## config.mk

```make
export PLATFORM = sky130hd
export DESIGN_NAME = count_controller
export DESIGN_NICKNAME = d
export VERILOG_FILES = /design/src/rtl/count_ctrl_pkg.sv /design/src/rtl/count_prescaler.sv /design/src/rtl/count_controller.sv
export SDC_FILE = /design/constraint.sdc
export NUM_CORES = 1
export LEC_CHECK = 0
export BUFFER_PORTS_ARGS = -buffer_cell sky130_fd_sc_hd__buf_2
export CAP_MARGIN = 10
export CORE_UTILIZATION = 48
export DETAILED_ROUTE_END_ITERATION = 12
export GPL_TIMING_DRIVEN = 0
export MAX_ROUTING_LAYER = met4
export PLACE_DENSITY = 0.77
export SYNTH_ARGS = -nofsm -noshare
export SYNTH_HDL_FRONTEND = slang
export SYNTH_SLANG_ARGS = --single-unit
```

## constraint.sdc

```tcl
create_clock -name clock -period 1.8 [get_ports clock]
set_clock_uncertainty 0.2 [all_clocks]
set_input_delay 0.36 -clock clock [delete_from_list [all_inputs] [get_ports clock]]
set_output_delay 0.36 -clock clock [all_outputs]
set_load 0.01 [all_outputs]
```

## src/rtl/count_ctrl_pkg.sv

```systemverilog
// count_ctrl_pkg: shared state encoding and default widths for the count controller
package count_ctrl_pkg;
  localparam int WIDTH_DEF = 8;
  localparam int PRESCALE_W_DEF = 4;
  localparam logic [1:0] ST_IDLE = 2'd0;
  localparam logic [1:0] ST_LOAD = 2'd1;
  localparam logic [1:0] ST_RUN = 2'd2;
  localparam logic [1:0] ST_DONE = 2'd3;
  typedef enum logic [1:0] {
    IDLE = ST_IDLE,
    LOAD = ST_LOAD,
    RUN = ST_RUN,
    DONE = ST_DONE
  } state_t;
endpackage

```

## src/rtl/count_prescaler.sv

```systemverilog
// count_prescaler: free-running divider that ticks when its count reaches the period value
module count_prescaler #(
  parameter int PRESCALE_W = 4
) (
  input logic clock,
  input logic reset,
  input logic clear,
  input logic [PRESCALE_W-1:0] period,
  output logic tick
);
  logic [PRESCALE_W-1:0] cnt;
  assign tick = cnt == period;
  // count up, wrap on tick, hold at zero while cleared
  always_ff @(posedge clock or posedge reset)
    if (reset) cnt <= '0;
    else cnt <= (clear || tick) ? '0 : cnt + 1'b1;
endmodule

```

## src/rtl/count_controller.sv

```systemverilog
// count_controller: latch/dec/zero sequencer turning a down counter into a timer (optional COUNT_CTRL_AUTORELOAD_EN adds periodic mode)
module count_controller
  import count_ctrl_pkg::*;
#(
  parameter int WIDTH = WIDTH_DEF,
  parameter int PRESCALE_W = PRESCALE_W_DEF
) (
  input logic clock,
  input logic reset,
  input logic start,
  input logic [WIDTH-1:0] load_value,
  input logic [PRESCALE_W-1:0] prescale,
  input logic abort,
  input logic zero,
`ifdef COUNT_CTRL_AUTORELOAD_EN
  input logic periodic,
`endif
  output logic [WIDTH-1:0] count_in,
  output logic latch,
  output logic dec,
  output logic busy,
  output logic done
);
  state_t state, state_nxt;
  logic [PRESCALE_W-1:0] p_reg;
  logic tick;
  logic reload;
`ifdef COUNT_CTRL_AUTORELOAD_EN
  // re-latching from DONE skips LOAD so the period stays N(P+1)+2
  assign reload = periodic && !abort;
`else
  assign reload = 1'b0;
`endif
  count_prescaler #(.PRESCALE_W(PRESCALE_W)) u_pre (
    .clock(clock),
    .reset(reset),
    .clear(state != RUN),
    .period(p_reg),
    .tick(tick)
  );
  // state register
  always_ff @(posedge clock or posedge reset)
    if (reset) state <= IDLE;
    else state <= state_nxt;
  // capture the load value and period only when a start is accepted
  always_ff @(posedge clock or posedge reset)
    if (reset) begin
      count_in <= '0;
      p_reg <= '0;
    end else if (state == IDLE && start) begin
      count_in <= load_value;
      p_reg <= prescale;
    end
  // next state; abort wins over zero in RUN, start wins over abort in IDLE
  always_comb begin
    state_nxt = state;
    case (state)
      IDLE: state_nxt = start ? LOAD : IDLE;
      LOAD: state_nxt = abort ? IDLE : RUN;
      RUN: state_nxt = abort ? IDLE : zero ? DONE : RUN;
      DONE: state_nxt = reload ? RUN : IDLE;
      default: state_nxt = IDLE;
    endcase
  end
  assign latch = state == LOAD || (state == DONE && reload);
  assign dec = state == RUN && tick && !zero;
  assign busy = state != IDLE;
  assign done = state == DONE;
endmodule
```

==> results of run 1 <==
==> layer usage <==
metal  track usage  up-vias
li1              -      273
met1         0.211      276
met4        0.0727        0
met2         0.326       16
met5             -        -
met3        0.0857        2
==> through the flow <==
stage	hold WS [ps]	total power [mW]	setup WS [ps]	area, µm²
after floorplan	98.6	0.826	71.4	852
after global placement	264	0.930	-70.1	1010
after detailed placement	281	0.945	-66.1	1010
after CTS	63.7	1.22	-276	1100
after global routing	60.8	1.29	-386	1120
final	73.8	1.22	-295	1120
==> power by group <==
part / internal [mW] / switching (mW)
sequential: 0.495 / 0.0629
combinational: 0.241 / 0.173
clock: 0.123 / 0.124
total: 0.859 / 0.359
==> layout by cell type, fill, tap and decap left out, types with 2 or more instances in the layout <==
cell type / Yosys / final
nor3_1: 3 / 3
dfrtp_1: 18 / 17
inv_1: 3 / 3
dlygate4sd3_1: 0 / 2
mux2_4: 10 / 10
buf_4: 0 / 6
mux2_1: 2 / 2
clkbuf_4: 0 / 3
a21oi_1: 2 / 2
buf_2: 0 / 28
xor2_1: 5 / 4
nand2b_1: 3 / 3
==> final timing paths <==
check	start	end	slack [ps]	cells after the start
worst max register to register	state[0]	count_in[0]	210	4
worst min-delay path	load_value[7]	count_in[7]	70	2
worst max-delay path	u_pre.cnt[0]	dec	-290	4
worst min register to register	count_in[7]	count_in[7]	300	1
min in group asynchronous	reset	count_in[7]	520	3
max in group asynchronous	reset	u_pre.cnt[0]	410	3
==> cell families (layout without fill, tap and decap cells) <==
kind of cell    Yosys count  after routing  share of synthesized area
xor+xnor                  6              6                     0.0617
fa+ha+maj                 1              1                     0.0147
buf+inv                   4             44                     0.0367
mux                      12             12                      0.203
flops                    18             18                      0.529
simple gates             14             14                      0.144
compound gates            2              2                     0.0117
==> layout make-up <==
type / count / area [µm²] / share of cell area
well taps: 16 / 20.0 / 0.0178
multi-input cells: 35 / 378 / 0.337
inverters: 3 / 11.3 / 0.0100
repair buffers: 36 / 205 / 0.183
plain buffers: 1 / 20.0 / 0.0178
clock buffers: 4 / 36.3 / 0.0323
flip-flops and latches: 18 / 452 / 0.402
==> what timing repair did <==
action | CTS | global route
pin swaps | 1 | 1
setup endpoints to repair | 1 | 1
gates resized for setup | 0 | 2
hold buffers | 2 | 0
endpoints found under the hold margin | 19 | 0
setup buffers | 4 | 2
==> metrics.cfg, run 1 <==
[finish]
largest_reg_flops=8
nNetsFinal=116
postLayoutCoreUtil=0.712
final_layout_size_suffix_gt1_frac=0.567
fillerInstances=120
area_growth_pct=31.7
final_cells=113
n_antenna_cell=0

[setup_path]
cp_max_fo=4
worst_path_largest_cell_delay_ps=460
cp-end-kind=output port
required_ps=1240
critPathArrivalTime_ps=1530
crit_buf_inv=1
path_cells=xor2_2, nor4_4, nor3b_2, buf_2
cp_top_family=simple AND/OR/NAND/NOR gates
crit_slowest_cell=dfrtp_2
path_class=flip-flop to output port
start_kind=flip-flop

[synth]
synth_fp_nets=75
seq_area_frac_synth=0.529
synth-async-reset-ratio=1.00
netlist_top_cells_area=dfrtp_1 (53%), mux2_4 (18%), xor2_1 (5.1%)
yosysMostFrequentCell=dfrtp_1
synthCells=57
ys.flop_type=dfrtp_1
netlist_top_cells_count=dfrtp_1 (18), mux2_4 (10), xor2_1 (5)
synth-seq-cells=18
synth_area_leader_cell=dfrtp_1
yosys.area.top_type_share=0.529
synth_edf_count=0
ys_warn_count=0
syn_area_um2=852
syn_avg_cell_area_um2=14.9
synth_cell_type_count=19

[route]
wl_mm=1.58
num_vias=567
wl_per_cell_um=14.0
drtAntennaViolNets=0
drtPass1Iterations=2
wl_met1_um=634
drt_iter0_drc=7
drc=0
top_layer_used=met4
wl_met3_um=86
viasPerCell=5.02
routed-wl-met2_um=841

[outcome]
violations=negative setup slack
status=finished, violations left

[placed_design]
placed_cells=101
portBuffers=28
gp_congestion=0.660
place_hpwl_mm=1.09

[clock_network]
path_clk_slew_ps=100
cts_root_buf=clkbuf_4
cts_buffers=3
cts.sinks=18
clock_path_buffers=2
htreeDepth=1
cts_tree=yes
clk_latency_ps=290

[global_routing]
grt_pass1_wl_mm=2.58
grt_usage=0.198
grt_max_degree=19
grt-ovfl-total=0
antenna_found_initial=0
grt_pass1_vias=602

[floorplan]
ios=29
initial_core_util=0.540
core-area_mm2=0.00158
fp.dieH_um=44.1
row_count=14
die_x_um=44.1
die_area_mm2=0.00195

[pwr]
ir_worst_vdd_mv=0.634
power.density_mw_per_mm2=1090
p_leak_nw=0.581

[timing]
setup_ws_ps=-295
fin_crit_ps=2090
final.period_utilization=1.16
timing.fmax_ghz=0.477
relSlewSlack=0.549
slew_violations=0
finalHoldViolations=0
rsz0062_at_grt=yes
worst_slew_pin_slew_ps=676
finalSetupViolCount=1
tns_ps=-295

[run]
maxCapViolCount=0

[hold_path]
hold_path.class=primary input to flip-flop

Note: power is estimated with default switching activity, not from simulation.
==> run 2, diff against run 1 <==
--- a/config.mk
+++ b/config.mk
@@ -5,7 +5,7 @@
 export SDC_FILE = /design/constraint.sdc
 export NUM_CORES = 1
 export LEC_CHECK = 0
-export BUFFER_PORTS_ARGS = -buffer_cell sky130_fd_sc_hd__buf_2
+export BUFFER_PORTS_ARGS = -buffer_cell sky130_fd_sc_hd__clkbuf_2
 export CAP_MARGIN = 10
 export CORE_UTILIZATION = 48
 export DETAILED_ROUTE_END_ITERATION = 12
==> metrics.cfg, run 2 (same netlist as run 1, synthesis figures left out) <==
[outcome]
status=finished, violations left
violations=negative setup slack

[timing]
setup_ws_ps=-290
fin_crit_ps=2090
final.period_utilization=1.16
slew_violations=0
relSlewSlack=0.540
worst_slew_pin_slew_ps=689
finalSetupViolCount=1
timing.fmax_ghz=0.479
finalHoldViolations=0
rsz0062_at_grt=yes

[finish]
nNetsFinal=112
fin_area_mm2=0.00109
seqCellArea_um2=450
largest_reg_flops=8
multi_input_area_um2=378
n_antenna_cell=0
final_layout_size_suffix_gt1_frac=0.548
final_cell_mix=clkbuf_2 (27), dfrtp_1 (18), mux2_4 (10)
layout_commonest_cell=clkbuf_2
area_growth_pct=27.8
fillerInstances=113

[setup_path]
cp_max_fo=3
critPathArrivalTime_ps=1530
crit_path_start=u_pre.cnt[0]
rr_worst_depth=4
start_kind=flip-flop
required_ps=1240
r2r_slack_ps=200
cp-end-kind=output port
reg2reg_from=state[0]
timing.rr.end=count_in[0]
path_class=flip-flop to output port
cp-endpoint=dec

[clock_network]
cts_root_buf=clkbuf_4
clock_path_buffers=2
htreeDepth=1
cts_buffers=3
cts.sinks=18
cts_tree=yes
clk_latency_ps=280
path_clk_slew_ps=100

[global_routing]
grt_pass1_wl_mm=2.41
grt_pass1_vias=575
antenna_found_initial=0
grt_usage=0.176
grt-ovfl-total=0
grt_max_degree=19

[route]
wl_mm=1.55
wl_per_cell_um=14.2
drt_iter0_drc=0
drc=0
drtAntennaViolNets=0
num_vias=547
viasPerCell=5.02
drtPass1Iterations=1

[run]
maxCapViolCount=0

[floorplan]
die_area_mm2=0.00195
fp.dieH_um=44.1
ios=29
row_count=14
die_x_um=44.1
core-area_mm2=0.00158
initial_core_util=0.540

[placed_design]
place_hpwl_mm=1.09
gp_congestion=0.657
dpl_cell_area_mm2=0.00101
portBuffers=28

[pwr]
power.density_mw_per_mm2=1110
finalPower_mw=1.21
ir_worst_vdd_mv=0.780
p_leak_nw=0.566

[hold_path]
hold_path.class=primary input to flip-flop

run 2: cell count changes in the layout (fill, tap and decap cells not counted):
cell	before	now
dfrtp_1	17	18
clkbuf_2	0	27
buf_2	28	1
dfrtp_2	1	0
dlygate4sd3_1	2	1
buf_4	6	3
run 2: cell type report:
cell class,instances,share of cell area
tap,16,0.0184
timing repair buffer,32,0.159
sequential,18,0.414
clock buffer,4,0.0333
multi-input combinational,35,0.347
inverter,3,0.0103
buffer,1,0.0184
run 2: report_power, final:
group,switching [mW],internal [mW],total (mW)
registers,0.0650,0.494,0.559
clock network,0.122,0.123,0.245
logic,0.173,0.231,0.404
run 2: worst min path at each step:
stage | from | endpoint | slack [ps] | cells after the start
after floorplan | reset | count_in[0] | 100 | 1
after global placement | reset | count_in[0] | 270 | 2
after detailed placement | reset | count_in[0] | 280 | 2
after CTS | abort | state[1] | 30 | 2
after global routing | abort | state[1] | 20 | 2
final | abort | state[1] | 30 | 2
run 2: per-stage QoR:
stage,worst slack [ps],cells,hold slack [ps],TNS [ps],util
after floorplan,71.4,57,98.6,0,-
after global placement,-78.6,101,268,-78.6,0.642
final,-290,109,25.6,-290,0.690
after global routing,-400,109,23.6,-400,0.690
after CTS,-300,107,25.4,-300,0.676
after detailed placement,-98.2,101,276,-98.2,0.642
run 2: routing by layer:
layer | track usage | share of wire | up-vias
met4 | 0.0545 | 0.0077 | 0
li1 | - | - | 262
met1 | 0.199 | 0.42 | 271
met3 | 0.0245 | 0.037 | 2
met2 | 0.318 | 0.53 | 12
met5 | - | 0 | -
run 2: critical path: stages (launching register included):
cell     delay, ps
dfrtp_1        440
xor2_2         180
nor4_4         290
nor3b_2        190
buf_2          150
run 2: timing repair:
action,CTS,global route
pin swaps,1,1
hold endpoints to repair,18,0
buffers inserted,1,2
gates resized for setup,0,2
setup endpoints to repair,1,1
hold buffers,1,0
==> run 3, diff against run 2 <==
--- a/config.mk
+++ b/config.mk
@@ -7,11 +7,11 @@
 export LEC_CHECK = 0
 export BUFFER_PORTS_ARGS = -buffer_cell sky130_fd_sc_hd__clkbuf_2
 export CAP_MARGIN = 10
-export CORE_UTILIZATION = 48
+export CORE_UTILIZATION = 50
 export DETAILED_ROUTE_END_ITERATION = 12
 export GPL_TIMING_DRIVEN = 0
 export MAX_ROUTING_LAYER = met4
-export PLACE_DENSITY = 0.77
+export PLACE_DENSITY = 0.8
 export SYNTH_ARGS = -nofsm -noshare
 export SYNTH_HDL_FRONTEND = slang
 export SYNTH_SLANG_ARGS = --single-unit
==> constraint.sdc (replaced) <==
create_clock -name clock -period 2.6 [get_ports clock]
set_clock_uncertainty 0.2 [all_clocks]
set_input_delay 0.52 -clock clock [delete_from_list [all_inputs] [get_ports clock]]
set_output_delay 0.52 -clock clock [all_outputs]
set_load 0.01 [all_outputs]
==> metrics.cfg, run 3 (same netlist as run 1, synthesis figures left out) <==
[timing]
worst_slew_pin_slew_ps=661
fin_crit_ps=2350
rsz0062_at_grt=no
timing.hold.ws_ps=87.5
relSlewSlack=0.559
tns_ps=0
setup_ws_ps=245
finalSetupViolCount=0
timing.fmax_ghz=0.425
final.period_utilization=0.906
finalHoldViolations=0
slew_violations=0

[setup_path]
cp_top_family=simple AND/OR/NAND/NOR gates
crit_slowest_cell=dfrtp_1
path_cells=xor2_1, nor4_4, nor3b_2, clkbuf_2
critPathArrivalTime_ps=1630
worst_path_largest_cell_delay_ps=440
start_kind=flip-flop
required_ps=1880
cp-end-kind=output port
crit_buf_inv=1
cp_max_fo=5
path_class=flip-flop to output port

[placed_design]
dpl_cell_area_mm2=0.00101
placed_cells=101
place_ws_ps=554
place_hpwl_mm=1.13
portBuffers=28
gp_congestion=0.661

[hold_path]
hold_path.class=primary input to asynchronous set/reset pin

[finish]
final_cell_mix=clkbuf_2 (28), dfrtp_1 (18), mux2_4 (10)
fin_area_mm2=0.00105
multi_input_area_um2=370
fillerInstances=117
largest_reg_flops=8
seqCellArea_um2=450
area_growth_pct=23.1
final_layout_size_suffix_gt1_frac=0.528
layout_commonest_cell=clkbuf_2
final_cells=105
nNetsFinal=108
postLayoutCoreUtil=0.680
n_antenna_cell=0

[route]
num_vias=530
wl_per_cell_um=13.7
viasPerCell=5.05
drtPass1Iterations=2
drtAntennaViolNets=0
drc=0
drt_iter0_drc=8
wl_mm=1.44

[floorplan]
initial_core_util=0.553
fp.dieH_um=43.3
die_x_um=43.3
core-area_mm2=0.00154
die_area_mm2=0.00187
row_count=14
ios=29

[clock_network]
clock_path_buffers=2
hold_buffers=0
cts_buffers=3
cts_resized=0
cts_tree=yes
cts.sinks=18
htreeDepth=1
cts_setup_buffers=0
cts_root_buf=clkbuf_4
clk_latency_ps=290
path_clk_slew_ps=100

[pwr]
p_leak_nw=0.544
ir_worst_vdd_mv=0.490
finalPower_mw=0.818
power.density_mw_per_mm2=780

[global_routing]
grt_pass1_vias=598
grt_pass1_wl_mm=2.43
grt_usage=0.183
grt-ovfl-total=0
antenna_found_initial=0
grt_max_degree=19

[outcome]
status=complete, no violations

[run]
maxCapViolCount=0

==> run 3: cell types whose count changed in the layout (fill, tap and decap cells not counted), sizes merged <==
| cell | before | now |
|---|---|---|
| dlygate4sd3 | 1 | 0 |
| clkbuf | 31 | 32 |
| buf | 5 | 1 |
==> run 3: path summary, 6_finish.rpt <==
check / to / cells past startpoint / start / slack (ps)
hold reg to reg: count_in[7] / 1 / count_in[7] / 300
hold / removal: count_in[2] / 2 / reset / 90
min in group clock: state[1] / 2 / abort / 190
setup / recovery: dec / 4 / u_pre.cnt[0] / 250
max in group asynchronous: u_pre.cnt[3] / 2 / reset / 1690
setup reg to reg: count_in[0] / 4 / state[1] / 1000
==> run 3: power breakdown <==
part	internal, mW	switching (mW)
Combinational	0.148	0.116
Clock	0.0853	0.0825
Sequential	0.342	0.0435
Total	0.575	0.242
==> run 3: cell type report <==
| class | instances | share of cell area |
|---|---|---|
| Sequential cell | 18 | 0.430 |
| Buffer | 1 | 0.0191 |
| Timing Repair Buffer | 28 | 0.134 |
| Clock buffer | 4 | 0.0346 |
| Tap cell | 16 | 0.0191 |
| Inverter | 3 | 0.0107 |
| Multi-Input combinational cell | 35 | 0.353 |
==> run 3: routing by layer <==
metal	global-route usage	vias up	share of wire
met5	-	-	0
met4	0.0364	0	0.0042
met3	0.0638	2	0.041
met2	0.328	15	0.57
met1	0.194	258	0.38
li1	-	255	-
